## config.mk

```make
export PLATFORM = sky130hd
export DESIGN_NAME = key_hold_meter
export DESIGN_NICKNAME = d
export VERILOG_FILES = /design/src/rtl/key_hold_meter.sv
export SDC_FILE = /design/constraint.sdc
export NUM_CORES = 1
export LEC_CHECK = 0
export ABC_CLOCK_PERIOD_IN_PS = 2670
export BUFFER_PORTS_ARGS = -buffer_cell sky130_fd_sc_hd__clkbuf_2
export CORE_ASPECT_RATIO = 0.7
export CORE_MARGIN = 3
export CORE_UTILIZATION = 61
export DETAILED_ROUTE_END_ITERATION = 10
export PLACE_DENSITY = 0.79
export RECOVER_POWER = 50
export SETUP_SLACK_MARGIN = 0.2
export SKIP_LAST_GASP = 1
export SLEW_MARGIN = 20
export SYNTH_ARGS = -nofsm -noshare
export SYNTH_HDL_FRONTEND = slang
export SYNTH_SLANG_ARGS = --single-unit
```

## constraint.sdc

```tcl
create_clock -name clk -period 2.67 [get_ports clk]
set_input_delay 0.267 -clock clk [delete_from_list [all_inputs] [get_ports clk]]
set_output_delay 0.267 -clock clk [all_outputs]
set_load 0.01 [all_outputs]
```

## src/rtl/key_hold_meter.sv

```systemverilog
// key_hold_meter
// Reads an active-low push-button, synchronizes and debounces it, then
// measures how many whole seconds it was held. On release the duration is
// reported as a saturated level (0..MAX_LEVEL) with a one-cycle strobe and
// as a 4-bit thermometer on the LEDs.
//
// Build option: define KEY_HOLD_LIVE_EN to have the LEDs show the live
// seconds count while the key is held. The default build only updates the
// LEDs when a press completes.

module key_hold_meter #(
    parameter int TICK_CYCLES     = 12_000_000,
    parameter int DEBOUNCE_CYCLES = 240_000,
    parameter int MAX_LEVEL       = 4
) (
    input  logic       clk,
    input  logic       rst_n,
    input  logic       key_n,
    output logic       pressed,
    output logic [2:0] level,
    output logic       level_valid,
    output logic [3:0] led
);

    // Counter widths; guarded so a degenerate parameter of 1 still yields a
    // legal one-bit counter.
    localparam int TICK_W = (TICK_CYCLES > 1) ? $clog2(TICK_CYCLES) : 1;
    localparam int DB_W   = (DEBOUNCE_CYCLES > 1) ? $clog2(DEBOUNCE_CYCLES) : 1;

    localparam logic [TICK_W-1:0] TICK_LAST = TICK_W'(TICK_CYCLES - 1);
    localparam logic [DB_W-1:0]   DB_LAST   = DB_W'(DEBOUNCE_CYCLES - 1);
    localparam logic [2:0]        SEC_MAX   = 3'(MAX_LEVEL);

    localparam logic [1:0] ST_IDLE   = 2'd0;
    localparam logic [1:0] ST_HOLD   = 2'd1;
    localparam logic [1:0] ST_REPORT = 2'd2;

    logic              key_meta_reg;
    logic              key_s_reg;
    logic              key_db_reg;
    logic [DB_W-1:0]   db_cnt_reg;

    logic [1:0]        state_reg;
    logic [1:0]        state_next;
    logic [TICK_W-1:0] tick_reg;
    logic [TICK_W-1:0] tick_next;
    logic [2:0]        sec_reg;
    logic [2:0]        sec_next;
    logic [2:0]        level_reg;
    logic [2:0]        level_next;
    logic [3:0]        led_reg;
    logic [3:0]        led_next;

    logic              tick_wrap;
    logic [2:0]        sec_adv;
    logic [3:0]        thermo_adv;

    // Two-flop synchronizer; resets to the released level so a held key is
    // seen as a fresh press after reset.
    always_ff @(posedge clk) begin
        if (!rst_n) begin
            key_meta_reg <= 1'b1;
            key_s_reg    <= 1'b1;
        end else begin
            key_meta_reg <= key_n;
            key_s_reg    <= key_meta_reg;
        end
    end

    // Debouncer: accept a new key level only after it has differed from the
    // accepted level for DEBOUNCE_CYCLES consecutive cycles.
    always_ff @(posedge clk) begin
        if (!rst_n) begin
            key_db_reg <= 1'b1;
            db_cnt_reg <= '0;
        end else if (key_s_reg == key_db_reg) begin
            db_cnt_reg <= '0;
        end else if (db_cnt_reg == DB_LAST) begin
            key_db_reg <= key_s_reg;
            db_cnt_reg <= '0;
        end else begin
            db_cnt_reg <= db_cnt_reg + 1'b1;
        end
    end

    // Seconds count as it will stand after this cycle's tick, saturating.
    // The release cycle still counts, so level reflects every HOLD cycle.
    assign tick_wrap = (tick_reg == TICK_LAST);
    assign sec_adv   = (tick_wrap && (sec_reg < SEC_MAX)) ? sec_reg + 3'd1 : sec_reg;

    // Thermometer of the advanced seconds count: led[i] lit iff count > i.
    generate
        for (genvar gi = 0; gi < 4; gi++) begin : g_thermo
            assign thermo_adv[gi] = (sec_adv > 3'(gi));
        end
    endgenerate

    // FSM next-state and datapath: IDLE waits for a debounced press, HOLD
    // counts ticks and seconds, REPORT is the one-cycle result strobe.
    always_comb begin
        state_next = state_reg;
        tick_next  = tick_reg;
        sec_next   = sec_reg;
        level_next = level_reg;
        led_next   = led_reg;
        case (state_reg)
            ST_IDLE: begin
                tick_next = '0;
                sec_next  = '0;
                if (!key_db_reg) begin
                    state_next = ST_HOLD;
`ifdef KEY_HOLD_LIVE_EN
                    led_next   = 4'b0000;
`endif
                end
            end
            ST_HOLD: begin
                tick_next = tick_wrap ? '0 : tick_reg + 1'b1;
                sec_next  = sec_adv;
`ifdef KEY_HOLD_LIVE_EN
                led_next  = thermo_adv;
`endif
                if (key_db_reg) begin
                    state_next = ST_REPORT;
                    level_next = sec_adv;
                    led_next   = thermo_adv;
                end
            end
            ST_REPORT: begin
                tick_next  = '0;
                sec_next   = '0;
                state_next = ST_IDLE;
            end
            default: begin
                state_next = ST_IDLE;
            end
        endcase
    end

    // FSM and result registers; reset mid-press drops the press silently.
    always_ff @(posedge clk) begin
        if (!rst_n) begin
            state_reg <= ST_IDLE;
            tick_reg  <= '0;
            sec_reg   <= '0;
            level_reg <= '0;
            led_reg   <= '0;
        end else begin
            state_reg <= state_next;
            tick_reg  <= tick_next;
            sec_reg   <= sec_next;
            level_reg <= level_next;
            led_reg   <= led_next;
        end
    end

    assign pressed     = (state_reg == ST_HOLD);
    assign level_valid = (state_reg == ST_REPORT);
    assign level       = level_reg;
    assign led         = led_reg;

endmodule

```

## Word level (Yosys, flattened, before mapping)

Cells that the tools add are included.

- Add/subtract/negate cells: 3
- $lt $le $gt $ge: 5
- Equality and inequality tests: 7
- Multiplexer cells: 7
- Bitwise gates (word level): 2
- Reductions and logical operators: 8

Operators with widths:

| kind | number |
|---|---|
| $pmux W24 S2 | 1 |
| $add A24 B1 Y24 const B | 1 |
| $eq A24 B24 Y1 const B | 1 |
| $mux W24 | 1 |
| $add A18 B1 Y18 const B | 1 |
| $eq A18 B18 Y1 const B | 1 |
| $gt A3 B1 Y1 const B | 2 |
| $gt A3 B2 Y1 const B | 2 |
| $pmux W3 S2 | 1 |
| $reduce_and A2 Y1 | 3 |
| $mux W2 | 2 |
| $pmux W2 S2 | 1 |
| $add A3 B1 Y3 const B | 1 |
| $lt A3 B3 Y1 const B | 1 |
| $mux W3 | 1 |
| $reduce_or A3 Y1 | 1 |
| $eq A2 B1 Y1 const B | 1 |
| $eq A2 B2 Y1 const B | 1 |
| $logic_not A2 Y1 | 1 |
| $ne A2 B1 Y1 const B | 1 |
| $ne A2 B2 Y1 const B | 1 |
| $not A1 Y1 | 2 |
| $reduce_bool A2 Y1 | 1 |
| $reduce_or A2 Y1 | 1 |
| other kinds (2) | 2 |

- Register bits: 57
- Output and inout port bits: 9

## Longest topological paths before layout

- Depth in word-level cells: 4
- Mapped depth: 7
- Mapped depth without buffers: 6

## Least setup slack after synthesis

No wires, ideal clock.

- Path kind: flip-flop to flip-flop
- From: register tick_reg[15]
- To: register led_reg[2], in the netlist led[2]
- Library setup time: 120 ps
- Data arrival time: 2039 ps
- Data required time: 2550 ps
- Slack: 511 ps
- Cell stages (with the launch flop): 6
- Period minus slack after synthesis: 2159 ps
- Cells stage by stage: dfxtp_1 or4b_4 or4_4 o311a_1 a311oi_1 nor2_1

- Word-level cells in the longest chain between the ends: 4

RTL lines:

| what | RTL line | RTL |
|---|---|---|
| start: declaration | 45 | `logic [TICK_W-1:0] tick_reg;` |
| start signal: assignment | 150 | `tick_reg <= tick_next;` |
| $eq A24 B24 Y1 | 88 | `assign tick_wrap = (tick_reg == TICK_LAST);` |
| $logic_and A1 B1 Y1 | 89 | `assign sec_adv = (tick_wrap && (sec_reg < SEC_MAX)) ? sec_reg + 3'd1 : sec_reg;` |
| $mux W3 | 89 |  |
| $gt A3 B2 Y1 | 94 | `assign thermo_adv[gi] = (sec_adv > 3'(gi));` |
| end signal: assignment | 153 | `led_reg <= led_next;` |
| end: declaration | 51 | `logic [3:0] led_reg;` |

No other way between the ends.
A chain may end at the register's enable or synchronous reset.

## Worst setup path in the final report

- From: register tick_reg[10]
- To: register tick_reg[7]

- Word-level cells in the longest chain between the ends: 3

RTL lines:

| what | RTL line | RTL |
|---|---|---|
| $eq A24 B24 Y1 | 88 |  |
| $mux W24 | 118 | `tick_next = tick_wrap ? '0 : tick_reg + 1'b1;` |
| $pmux W24 S2 | 106 | `case (state_reg)` |

No other way between the ends.

==> run summary <==
The number of flip-flops under the largest register name is 24. The reported max-cap violation count is 0. The final critical-path required period is 2.32 ns. The starting utilization of the core area came out at about two thirds.

The first-pass GRT wire length is 10300 um. The critical path goes through or4b_4, or4_4, o21ai_2, o21ai_1, a21o_1. The chip height is 61.8 um. The number of cells on the worst reg-to-reg path came out at 5. Yosys mapped a number of flops with a built-in enable equal to 0. The worst hold path belongs to the class input port to flip-flop. STA puts the critical path data required time at 2.90 ns.

The portion of synthesized cell area occupied by the leading cell type came out at 42.0%. The net switching component of the power came out at 0.000357 W. The count of nets left with antenna violations once routing finished came out at 0. The static leakage power is 1.07 nW. The number of warnings printed during yosys synthesis came out at 0. The total clock sinks is 57.

The count of boundary I/O pins came out at 12. The post-layout total power came out at 0.00186 W. The biggest area contributor in the post-synthesis netlist is sky130_fd_sc_hd__dfxtp_1. Data arrives at the worst endpoint at between 2 and 3 ns. The clock share of power came out at about 54%.

The overall routed net length is 6220 um. Across all register-to-register paths, the minimum setup slack is 0.35 ns. The flow ran to the end, and the final reports show no timing, DRC or antenna violations. Counting instances, the worst hold path has a depth of 2. The row count is 19.

Buffers inserted during clock tree synthesis total 9. At the pin with the least slew margin, the transition time is 0.769 ns. On the worst path, the slowest cell contributes a delay of approximately 0.6 ns.

The highest ir drop seen on vdd is around 0.00055 V. The hold path startpoint is key_n. The slowest cell on the critical path is sky130_fd_sc_hd__or4_4. The core region is roughly 4100 um2.

The count of different cell masters after synthesis came out at 56. The synthesized cell area came out at 2720 um2. The number of cells produced by synthesis is 314. Summed over all layers, the global routing overflow is 0. Of the total power, registers draw between 40% and 50%. The clock arrives with approximately 0.0081 ns of skew.

The final critical path takes up 87.0% of the cycle. The power density normalized to cell area is roughly 610 nW/um2. Along the worst path, the maximum fanout reaches 9. Clock-pin slew was measured on the worst setup and hold paths at around 0.07 ns. The post-synthesis to final-layout area growth is 12.6%. For this block, the initial DRC count from the detailed router was ~290.

The root buffer cell is sky130_fd_sc_hd__clkbuf_8. The critical path is of the flip-flop to flip-flop type. The share of async-settable or async-resettable flops after synthesis came out at 0%. The combined global-route utilization of all metal layers came out at 25.5%. Ranked by total cell area, the synthesized netlist is headed by sky130_fd_sc_hd__dfxtp_1, sky130_fd_sc_hd__nor2_1, sky130_fd_sc_hd__xor2_1, sky130_fd_sc_hd__nand3_1, sky130_fd_sc_hd__nand2_1. The number of nets produced by synthesis came out at 320. The post-cts gate resize count came out at 0. In this run the critical register-to-register path is launched from tick_reg[10]$_SDFFE_PN0P_.

The final antenna diode count came out at 0. The area of the die came out at 5300 um2. The number of buffers added on ports came out at 11. The hold violation count in the final report is 0.

The total via count in the routed design came out at 2455. The highest clock rate is between 400 and 500 MHz. STA classifies the critical path startpoint as a flip-flop. The maximum number of pins on one net before global-route repair is 22.

The net total in the final layout is 339. The post-CTS setup-driven buffer insertion count is 0. In this run the deepest clock path goes through 2 buffers. The post-placement setup slack came out at 0.364 ns. Once layout is done, the placed cells without fillers occupy ~3100 um2.

Combinational logic is responsible for 0.5% of the overall power. The TritonCTS clock tree is yes. The routed wirelength normalized by instance count came out at ~16 um. The final worst-path setup slack came out at ~0.35 ns. The count of TritonRoute iterations in the first routing pass is 5. The number of DRC violations after detailed routing came out at 0. Setup total negative slack on the finished layout was measured at 0 ns.

The clock latency of the later-clocked register in the worst-skew pair came out at 0.34 ns. The number of H-tree levels came out at 3. Setup repair after global routing left no endpoint under its margin. The via count normalized by instance count came out at 6.29. The worst-case headroom to the max-slew limit is 48.7%. For this run, the leading register cell type out of synthesis is sky130_fd_sc_hd__dfxtp_1. The share of post-route cells with drive strength above 1 is 10.1%. Hold repair after CTS inserted 0 buffers.

The final HPWL from detailed placement is 4150 um. In this run, synthesis produced a sequential element count of between 50 and 60. Setup violations remaining at the end of the flow were counted as 0.

The sequential fraction of the synthesis area came out at 42.0%. The worst setup path is captured at a flip-flop. The number of antenna violations at the first check in global routing is 0. The total cell area at the placement stage came out at 2830 um2. The total stage count of the critical path came out at 5. The switching part of the total power is 19.2%. The last weighted congestion value of the routability-driven placer came out at around 0.93. A synthesized cell averages 8.65 um2. In this run the critical register-to-register path is captured at tick_reg[7]$_SDFFE_PN0P_. The number of pins with negative max-slew slack in the final report came to 0.

The count of buffering cells on the critical path with inverters included came out at 0. The internal power of the cells totals between 0.001 and 0.0015 W. The die span in x came out at 85.8 um. The number of fill cells came out at 318.

The kind of cell with the highest combined delay along the critical path is simple AND/OR/NAND/NOR gates. For hold timing, the worst endpoint is key_meta_reg$_SDFF_PN1_. The via count of the first global-routing pass came out at 2113.
-- area by class of cell --
type                    count  area [um2]  share of cell area [%]
clock buffers              11         141                    4.62
clock inverters             5         103                    3.35
inverters                   6        22.5                   0.736
multi-input cells         240        1490                    48.7
flip-flops and latches     57        1140                    37.3
well taps                  52        65.1                    2.13
repair buffers             19        96.3                    3.15
-- cell usage in the layout (no fill, tap or decap), types with 2 or more instances in the layout --
cell type and n:
sky130_fd_sc_hd__a21o_1 6, sky130_fd_sc_hd__a21oi_1 18, sky130_fd_sc_hd__a22oi_1 2, sky130_fd_sc_hd__a311oi_1 2, sky130_fd_sc_hd__a31oi_1 6, sky130_fd_sc_hd__a41oi_1 2
sky130_fd_sc_hd__and2_1 3, sky130_fd_sc_hd__and3_1 6, sky130_fd_sc_hd__and3b_1 2, sky130_fd_sc_hd__and4_1 4, sky130_fd_sc_hd__buf_4 6, sky130_fd_sc_hd__bufinv_16 3
sky130_fd_sc_hd__clkbuf_1 12, sky130_fd_sc_hd__clkbuf_2 2, sky130_fd_sc_hd__clkbuf_8 10, sky130_fd_sc_hd__dfxtp_1 57, sky130_fd_sc_hd__ha_1 3, sky130_fd_sc_hd__inv_1 6
sky130_fd_sc_hd__mux2i_1 6, sky130_fd_sc_hd__nand2_1 26, sky130_fd_sc_hd__nand2b_1 3, sky130_fd_sc_hd__nand3_1 25, sky130_fd_sc_hd__nand4_1 13, sky130_fd_sc_hd__nor2_1 43
sky130_fd_sc_hd__nor2b_1 2, sky130_fd_sc_hd__nor3_1 3, sky130_fd_sc_hd__nor4_1 3, sky130_fd_sc_hd__o211ai_1 2, sky130_fd_sc_hd__o21ai_0 10, sky130_fd_sc_hd__or2_2 2
sky130_fd_sc_hd__or4b_4 2, sky130_fd_sc_hd__xnor2_1 6, sky130_fd_sc_hd__xor2_1 16
-- worst max path at each step --
stage,endpoint,start,slack (ns)
6_report,tick_reg[7]$_SDFFE_PN0P_,tick_reg[10]$_SDFFE_PN0P_,0.35
3_5_place_dp,tick_reg[7]$_SDFFE_PN0P_,tick_reg[15]$_SDFFE_PN0P_,0.36
5_1_grt,tick_reg[7]$_SDFFE_PN0P_,tick_reg[10]$_SDFFE_PN0P_,0.24
3_3_place_gp,tick_reg[7]$_SDFFE_PN0P_,tick_reg[15]$_SDFFE_PN0P_,0.41
4_1_cts,tick_reg[7]$_SDFFE_PN0P_,tick_reg[10]$_SDFFE_PN0P_,0.34
2_1_floorplan,led[2]$_SDFFE_PN0P_,tick_reg[15]$_SDFFE_PN0P_,0.51
-- worst reg2reg max path, stage by stage (launching register included) --
cell and delay, ns:
sky130_fd_sc_hd__dfxtp_1 0.36, sky130_fd_sc_hd__or4b_4 0.58, sky130_fd_sc_hd__or4_4 0.60, sky130_fd_sc_hd__o21ai_2 0.36, sky130_fd_sc_hd__o21ai_1 0.13, sky130_fd_sc_hd__a21o_1 0.18
-- per-stage QoR --
stage	utilization, %	std cells	hold slack (ns)
detailed placement	69.3	374	0.419
finish	74.8	390	0.112
global placement	69.3	374	0.387
global route	74.8	390	0.102
floorplan	-	314	0.368
CTS	75.3	390	0.0958
-- synthesized netlist by cell type, types with 7 or more instances --
master,number
sky130_fd_sc_hd__nand3_1,25
sky130_fd_sc_hd__nand2_1,26
sky130_fd_sc_hd__a21oi_1,18
sky130_fd_sc_hd__nand4_1,13
sky130_fd_sc_hd__nor2_1,43
sky130_fd_sc_hd__dfxtp_1,57
sky130_fd_sc_hd__clkbuf_1,7
sky130_fd_sc_hd__o21ai_0,10
sky130_fd_sc_hd__xor2_1,16
-- layer usage --
| metal | global-route usage, % | vias to the layer above | wire, um |
|---|---|---|---|
| met5 | 0 | - | 0 |
| met4 | 11.3 | 0 | 136 |
| met3 | 8.04 | 19 | 512 |
| met2 | 36.4 | 112 | 2650 |
| met1 | 35.5 | 1145 | 2920 |
| li1 | - | 1179 | - |
-- cell families (layout without fill, tap and decap cells) --
logic type / after synthesis / after routing / share of synthesized area (%)
simple gates: 149 / 149 / 29.6
compound gates: 60 / 60 / 14.6
flops: 57 / 57 / 42.0
xor+xnor: 22 / 22 / 7.09
buf+inv: 17 / 41 / 3.13
mux: 6 / 6 / 2.21
fa+ha+maj: 3 / 3 / 1.38
-- power groups by stage --
stage                     clock network (W)    logic, W  registers (W)
after global placement                    0   0.0000100       0.000872
after floorplan                           0  0.00000915       0.000872
after global routing                0.00104   0.0000110       0.000853
final                              0.000993  0.00000974       0.000853
after CTS                           0.00100   0.0000104       0.000853
after detailed placement                  0   0.0000103       0.000872
Power figures use the tool's default switching activity.
